[config.mk]
export PLATFORM = sky130hd
export DESIGN_NAME = keypad_scan
export DESIGN_NICKNAME = d
export VERILOG_FILES = /design/src/rtl/keypad_scan_pkg.sv /design/src/rtl/keypad_scan_frame_debounce.sv /design/src/rtl/keypad_scan.sv
export SDC_FILE = /design/constraint.sdc
export NUM_CORES = 1
export LEC_CHECK = 0
export ABC_AREA = 1
export CORE_MARGIN = 1.5
export CORE_UTILIZATION = 52
export DETAILED_ROUTE_END_ITERATION = 6
export HOLD_SLACK_MARGIN = 0.08
export PLACE_DENSITY = 0.75
export SLEW_MARGIN = 5
export SYNTH_ARGS = -nofsm -noshare
export SYNTH_HDL_FRONTEND = slang
export SYNTH_SLANG_ARGS = --single-unit
[constraint.sdc]
create_clock -name Clock -period 1.6 [get_ports Clock]
set_input_delay 0.32 -clock Clock [delete_from_list [all_inputs] [get_ports Clock]]
set_output_delay 0.32 -clock Clock [all_outputs]
set_load 0.03 [all_outputs]
[src/rtl/keypad_scan_pkg.sv]
// keypad_scan_pkg
// Shared definitions for the 4x4 keypad input path. Used by the scanner and
// by the downstream key encoder.
//   KP_ROWS / KP_COLS : matrix geometry
//   KP_KEYS           : key map width (one bit per key)
//   key_map_t         : active-high key map, bit index = KP_ROWS*col + row
//   kp_key_index()    : key-index rule
//   kp_multi_hot()    : true when more than one key bit is set
package keypad_scan_pkg;

  localparam int KP_ROWS = 4;
  localparam int KP_COLS = 4;
  localparam int KP_KEYS = KP_ROWS * KP_COLS;

  typedef logic [KP_KEYS-1:0] key_map_t;
  typedef logic [1:0]         col_idx_t;
  typedef logic [KP_ROWS-1:0] row_vec_t;

  // Bit position of the key at (col, row) inside a key map.
  function automatic int kp_key_index(input int col, input int row);
    return (KP_ROWS * col) + row;
  endfunction

  // Clearing the lowest set bit leaves something only if two or more were set.
  function automatic logic kp_multi_hot(input key_map_t m);
    return ((m & (m - 16'd1)) != 16'd0);
  endfunction

endpackage

[src/rtl/keypad_scan_frame_debounce.sv]
// keypad_frame_debounce
// Whole-frame debouncer. Publishes a frame on key_o once DEBOUNCE consecutive
// identical frames have been seen, pulsing key_chg_o for one cycle whenever
// the published value actually changes.
// Optional build macro: KEYPAD_GHOST_REJECT_EN -- frames with more than one key
// set are discarded (counter cleared, prev/key untouched, no pulse).
// Ports:
//   clk_i       : clock, rising edge
//   rst_ni      : asynchronous active-low reset
//   frame_i     : assembled key frame (valid when frame_end_i is high)
//   frame_end_i : one-cycle strobe marking a completed sweep
//   key_o       : debounced key map (registered)
//   key_chg_o   : one-cycle pulse following an update of key_o (registered)
module keypad_frame_debounce
  import keypad_scan_pkg::*;
#(
  parameter int DEBOUNCE = 4
) (
  input  logic     clk_i,
  input  logic     rst_ni,
  input  key_map_t frame_i,
  input  logic     frame_end_i,
  output key_map_t key_o,
  output logic     key_chg_o
);

  localparam int CNT_W = $clog2(DEBOUNCE + 1);
  typedef logic [CNT_W-1:0] cnt_t;
  localparam cnt_t CNT_MAX  = cnt_t'(DEBOUNCE);
  localparam cnt_t CNT_ONE  = cnt_t'(1);
  localparam cnt_t CNT_ZERO = cnt_t'(0);

  key_map_t prev_q, prev_d;
  key_map_t key_q,  key_d;
  cnt_t     cnt_q,  cnt_d;
  logic     chg_q,  chg_d;
  logic     ghost_s;

`ifdef KEYPAD_GHOST_REJECT_EN
  assign ghost_s = kp_multi_hot(frame_i);
`else
  assign ghost_s = 1'b0;
`endif

  // Next-state evaluation, only acting on the frame-end strobe.
  always_comb begin
    prev_d = prev_q;
    key_d  = key_q;
    cnt_d  = cnt_q;
    chg_d  = 1'b0;
    if (frame_end_i) begin
      if (ghost_s) begin
        cnt_d = CNT_ZERO;
      end else begin
        prev_d = frame_i;
        if (frame_i == prev_q) begin
          // Saturate so a long stable press keeps re-qualifying.
          if (cnt_q >= CNT_MAX) begin
            cnt_d = CNT_MAX;
          end else begin
            cnt_d = cnt_q + CNT_ONE;
          end
        end else begin
          cnt_d = CNT_ONE;
        end
        if ((cnt_d == CNT_MAX) && (frame_i != key_q)) begin
          key_d = frame_i;
          chg_d = 1'b1;
        end else begin
          chg_d = 1'b0;
        end
      end
    end else begin
      chg_d = 1'b0;
    end
  end

  // Debounce state registers.
  always_ff @(posedge clk_i or negedge rst_ni) begin
    if (!rst_ni) begin
      prev_q <= 16'h0000;
      key_q  <= 16'h0000;
      cnt_q  <= CNT_ZERO;
      chg_q  <= 1'b0;
    end else begin
      prev_q <= prev_d;
      key_q  <= key_d;
      cnt_q  <= cnt_d;
      chg_q  <= chg_d;
    end
  end

  assign key_o     = key_q;
  assign key_chg_o = chg_q;

endmodule

[src/rtl/keypad_scan.sv]
// keypad_scan
// Scans a 4x4 keypad by walking one active-low column drive across V and
// sampling the active-low row returns on H at the last cycle of each column
// slot. One frame is assembled per sweep and debounced as a whole.
// Optional build macro: KEYPAD_GHOST_REJECT_EN (see keypad_frame_debounce).
// Parameters:
//   SCAN_DIV : clock cycles per column slot (>= 2)
//   DEBOUNCE : identical frames required before key updates (>= 2)
// Ports:
//   Clock   : clock, rising edge
//   Reset   : asynchronous active-low reset
//   H       : row returns, active-low
//   V       : column drive, active-low, exactly one bit low (registered)
//   key     : debounced key map, bit = 4*col + row (registered)
//   key_chg : one-cycle pulse when key changes value (registered)
module keypad_scan
  import keypad_scan_pkg::*;
#(
  parameter int SCAN_DIV = 1000,
  parameter int DEBOUNCE = 4
) (
  input  logic                Clock,
  input  logic                Reset,
  input  logic [KP_ROWS-1:0]  H,
  output logic [KP_COLS-1:0]  V,
  output logic [KP_KEYS-1:0]  key,
  output logic                key_chg
);

  localparam int DIV_W    = (SCAN_DIV > 2) ? $clog2(SCAN_DIV) : 1;
  localparam int STORED_W = KP_KEYS - KP_ROWS;
  typedef logic [DIV_W-1:0] div_t;
  localparam div_t DIV_LAST = div_t'(SCAN_DIV - 1);
  localparam div_t DIV_ONE  = div_t'(1);
  localparam div_t DIV_ZERO = div_t'(0);

  div_t                  div_q, div_d;
  col_idx_t              col_q, col_d;
  logic [KP_COLS-1:0]    v_q, v_d;
  logic [STORED_W-1:0]   frame_q, frame_d;
  row_vec_t              row_s;
  logic                  slot_end_s;
  logic                  frame_end_s;
  key_map_t              frame_s;

  assign row_s       = ~H;
  assign slot_end_s  = (div_q == DIV_LAST);
  assign frame_end_s = slot_end_s && (col_q == 2'd3);
  // Column 3 is never stored: it joins the frame live on the frame-end edge.
  assign frame_s     = {row_s, frame_q};

  // Slot counter, column walk, next drive pattern and row capture.
  always_comb begin
    div_d   = div_q;
    col_d   = col_q;
    v_d     = v_q;
    frame_d = frame_q;
    if (slot_end_s) begin
      div_d = DIV_ZERO;
      col_d = col_q + 2'd1;
      // Drive is computed from the next column so V and col move together.
      v_d   = ~(4'b0001 << col_d);
      case (col_q)
        2'd0:    frame_d[kp_key_index(0, 0) +: KP_ROWS] = row_s;
        2'd1:    frame_d[kp_key_index(1, 0) +: KP_ROWS] = row_s;
        2'd2:    frame_d[kp_key_index(2, 0) +: KP_ROWS] = row_s;
        default: frame_d = frame_q;
      endcase
    end else begin
      div_d = div_q + DIV_ONE;
    end
  end

  // Scan state registers.
  always_ff @(posedge Clock or negedge Reset) begin
    if (!Reset) begin
      div_q   <= DIV_ZERO;
      col_q   <= 2'd0;
      v_q     <= 4'b1110;
      frame_q <= 12'h000;
    end else begin
      div_q   <= div_d;
      col_q   <= col_d;
      v_q     <= v_d;
      frame_q <= frame_d;
    end
  end

  keypad_frame_debounce #(
    .DEBOUNCE (DEBOUNCE)
  ) u_debounce (
    .clk_i       (Clock),
    .rst_ni      (Reset),
    .frame_i     (frame_s),
    .frame_end_i (frame_end_s),
    .key_o       (key),
    .key_chg_o   (key_chg)
  );

  assign V = v_q;

endmodule
==> impl_summary.txt <==
----------------------------------------------------
[Cells and area]
  Layout cell share with drive strength beyond 1 ... between 20% and 30%
  Synthesis-to-finish area growth ... 36.15%
  Final core utilization ... between 70 and 80%
  # diodes ... 0
  Post-layout net count ... 568

[Pwr]
  Cell Pwr Density ... 683.1 nW/µm²
  Switching share of power ... 21.37%
  Clk pwr share ... around 46%
  Gate power share ... 3.2%
  Sequential fraction of design power ... 50.9%
  Total internal power ... ~2.5 mW
  Switching power ... 0.6788 mW
  Worst-case vdd ir drop ... 0.4985 mV
  Static leakage ... 2.609 nW

[Setup path]
  Critical path capture point type ... register
  CP startpoint kind ... register
  Worst R2R Setup Slack ... -0.12 ns
  Most repeated library cell on the critical path ... sky130_fd_sc_hd__nand2_1
  Slowest stage delay, CP ... 0.42 ns
  Crit path max fanout ... 8
  Cell-by-cell listing of the critical path ... nand2_1, nand2_1, nor2_1, nand2_2, nor2_4, nand2_4, nor2_4, nand3_4, nand2_2, nand2_1
  Max stage delay cell, worst path ... sky130_fd_sc_hd__dfrtp_1
  WP data required ... 1.84 ns
  Arrival @ worst endpoint ... approximately 2 ns
  Crit Path Category ... register to register

[Clock network]
  TritonCTS clock tree ... built
  Number of buffers created by CTS ... 9
  Clock Tree Buf Depth ... 2
  Count of clock tree sinks ... 64
  CTS H-tree lvls ... 3
  Clk slew on worst S/H paths ... 0.07 ns
  Insertion delay to the later sink of the worst-skew pair ... roughly 0.35 ns
  Root cell of the clock tree ... sky130_fd_sc_hd__clkbuf_8

[Timing]
  RSZ-0062 raised after global routing ... true
  Worst Max-Slew Pin Slew ... 0.3903 ns
  Fin crit period ... 1.724 ns
  Final setup violation count ... 19
  Final worst path period share ... 107.7%
  Number of max-slew violations in the final report ... 0
  Rel. slew slack ... 73.98%
  Max frequency ... 580.2 MHz
  Setup skew after layout ... just over 0.01 ns
  Smallest hold slack ... approximately 0.40 ns
  Final setup slack of the worst path ... -0.1237 ns
  Hold Vio Cnt, Final ... 0

[Floorplanning]
  Cell row count ... 29
  Area of the die ... between 7000 and 8000 µm²
  Effective utilization at floorplan ... 53.79%
  I/O pin cnt ... 27
  Floorplan die width ... ~84 µm
  Y dimension of the die ... 84.05 µm
  Std-Cell Core Area ... 6350 µm²

[Logic synthesis]
  Post-synth cell types ... 33
  Netlist area before placement ... 3416 µm²
  Share of the yosys chip area belonging to registers ... 47.00%
  Post-synthesis area per instance ... 7.442 µm²
  Synthesized instance count ... 459
  Number of warnings printed during yosys synthesis ... 0
  Total nets after synthesis ... ~470
  Synth Register Bits ... 64

[GRT]
  Via count of the first global-routing pass ... 3121
  Largest net degree at the start of global routing ... 39
  Global-route wire length before repair ... 13940 µm
  Remaining global-route overflow ... 0
  Global router's overall resource usage ... 25.11%
  Number of antenna violations at the first check in global routing ... 0

[Place]
  Last weighted congestion value of the routability-driven placer ... 0.8200
  Port bufs ... 26
  Post-DP HPWL ... 5620 µm
  Worst slack at placement ... -0.5785 ns

[Job]
  Number of max-cap violations ... 0

[Detailed routing]
  Via count ... between 3k and 4k
  Remaining antenna violation count after routing ... 0
  Wire length per cell ... around 14 µm
  Violation count after the first detailed-routing iteration ... 225
  Total DRC errors in the routed layout ... 0
  Number of optimization iterations in the first detailed-route pass ... 5
  Vias/cell ... 5.138
  Detailed Route WL ... 8749 µm

[Outcome]
  Result of the run ... finished with violations
  Failing checks ... setup timing

[Worst hold path]
  Class of the tightest hold or removal check ... input pin to register

----------------------------------------------------
==> power by group through the flow <==
| stage | Sequential, mW | Combinational (mW) | Clock, mW |
|---|---|---|---|
| 4_1_cts | 1.62 | 0.103 | 1.47 |
| 5_1_grt | 1.62 | 0.114 | 1.55 |
| 6_report | 1.62 | 0.102 | 1.46 |
| 3_5_place_dp | 1.65 | 0.104 | 0 |
| 3_3_place_gp | 1.65 | 0.102 | 0 |
| 2_1_floorplan | 1.65 | 0.0168 | 0 |
==> stage by stage <==
stage / power, mW / std cells / instance area (µm²) / TNS (ns)
after detailed placement: 1.752 / 606 / 4165 / -10.06
after floorplan: 1.665 / 459 / 3432 / -0.1532
after CTS: 3.192 / 632 / 4503 / -1.038
after global routing: 3.284 / 637 / 4651 / -4.754
after global placement: 1.750 / 606 / 4165 / -8.887
final: 3.177 / 637 / 4651 / -1.566
==> what timing repair did <==
item                                    CTS  global route
setup buffers                             7             5
endpoints found under the setup margin   60            50
cloned                                    2             0
resized for setup                        48            38
pin swaps                                11            13
hold endpoints to repair                 12             0
hold buffers                              1             0
==> final timing paths <==
kind	from	end	cells after the start
min in group asynchronous	Reset	u_debounce.prev_q[5]	2
max in group asynchronous	Reset	V[2]	3
worst min-delay path	H[0]	frame_q[8]	2
worst max-delay path	frame_q[4]	u_debounce.key_o[3]	10
worst max register to register	frame_q[4]	u_debounce.key_o[3]	10
worst min register to register	V[0]	V[0]	2
==> cells in the final DEF (no fill, tap or decap), types with 5 or more instances in the layout <==
master / instances
sky130_fd_sc_hd__nand3_1: 18
sky130_fd_sc_hd__inv_2: 14
sky130_fd_sc_hd__xor2_1: 5
sky130_fd_sc_hd__o21ai_1: 15
sky130_fd_sc_hd__inv_1: 57
sky130_fd_sc_hd__nand2_2: 16
sky130_fd_sc_hd__nor2_4: 6
sky130_fd_sc_hd__ha_1: 6
sky130_fd_sc_hd__buf_4: 55
sky130_fd_sc_hd__clkbuf_8: 12
sky130_fd_sc_hd__nand2_1: 167
sky130_fd_sc_hd__dfrtp_1: 61
sky130_fd_sc_hd__buf_6: 7
sky130_fd_sc_hd__dlygate4sd2_1: 22
sky130_fd_sc_hd__nor2_2: 5
sky130_fd_sc_hd__o21ai_0: 18
sky130_fd_sc_hd__nor2_1: 28
==> state kept, by name (all words and copies together) (netlist names) <==
name                  cells
u_debounce.key_o         16
u_debounce.prev_q        16
V                         4
u_debounce.key_chg_o      1
frame_q                  12
col_q                     2
u_debounce.cnt_q          3
div_q                    10
==> cell usage after synthesis <==
cell | count | area [µm²]
sky130_fd_sc_hd__nand2_1 | 184 | 690.7
sky130_fd_sc_hd__dfrtp_1 | 61 | 1526
sky130_fd_sc_hd__inv_1 | 60 | 225.2
sky130_fd_sc_hd__nor2_1 | 34 | 127.6
sky130_fd_sc_hd__o21ai_0 | 26 | 130.1
sky130_fd_sc_hd__nand3_1 | 18 | 90.09
sky130_fd_sc_hd__inv_2 | 12 | 45.04
sky130_fd_sc_hd__ha_1 | 7 | 87.58
sky130_fd_sc_hd__o21ai_1 | 7 | 35.03
sky130_fd_sc_hd__buf_2 | 6 | 30.03
sky130_fd_sc_hd__xor2_1 | 5 | 43.79
sky130_fd_sc_hd__a21oi_1 | 4 | 20.02
sky130_fd_sc_hd__nor3_1 | 4 | 20.02
sky130_fd_sc_hd__dfstp_2 | 3 | 78.83
sky130_fd_sc_hd__nor2_4 | 3 | 33.78
sky130_fd_sc_hd__o21a_1 | 3 | 22.52
sky130_fd_sc_hd__buf_6 | 2 | 22.52
sky130_fd_sc_hd__nand2_2 | 2 | 12.51
sky130_fd_sc_hd__nor2_2 | 2 | 12.51
sky130_fd_sc_hd__o22ai_1 | 2 | 12.51
sky130_fd_sc_hd__xnor2_1 | 2 | 17.52
sky130_fd_sc_hd__a31oi_1 | 1 | 6.260
sky130_fd_sc_hd__buf_4 | 1 | 7.510
sky130_fd_sc_hd__clkbuf_1 | 1 | 3.750
sky130_fd_sc_hd__nand2_4 | 1 | 11.26
sky130_fd_sc_hd__nand3_4 | 1 | 17.52
sky130_fd_sc_hd__nand3b_2 | 1 | 11.26
sky130_fd_sc_hd__nand4_1 | 1 | 6.260
sky130_fd_sc_hd__nor2_8 | 1 | 20.02
sky130_fd_sc_hd__nor3_2 | 1 | 10.01
sky130_fd_sc_hd__nor3_4 | 1 | 16.27
sky130_fd_sc_hd__nor4_1 | 1 | 6.260
sky130_fd_sc_hd__o2111ai_2 | 1 | 15.01
==> critical path: cells and delay by family, from the launching register on <==
kind / cells / cell delay (ns)
DFF: 1 / 0.42
and+or+nand+nor: 10 / 1.20
==> routing by layer <==
layer | up-vias | share of wire [%] | global-route usage [%]
li1 | 1599 | - | -
met1 | 1570 | 42 | 31.32
met2 | 86 | 51 | 43.13
met3 | 18 | 4.7 | 4.154
met4 | 0 | 2.0 | 10.43
met5 | - | 0 | 0
==> cells by family (layout without fill, tap and decap cells) <==
family,Yosys count,in the layout,share of synthesized area (%)
AO/OA/AOI/OAI,44,44,7.069
AND/OR/NAND/NOR,255,257,31.80
buffers and inverters,82,181,9.780
flip-flops,64,64,47.00
XOR/XNOR,7,7,1.795
adder cells (fa/ha/maj),7,7,2.564
==> area by class of cell <==
class / instances / area (µm²)
repair buffers: 93 / 809.5
clock inverters: 3 / 40.04
inverters: 72 / 282.8
clock buffers: 13 / 168.9
fillers: 474 / 1699
well taps: 77 / 96.34
flip-flops and latches: 64 / 1605
multi-input cells: 315 / 1648
Power figures use the tool's default switching activity.
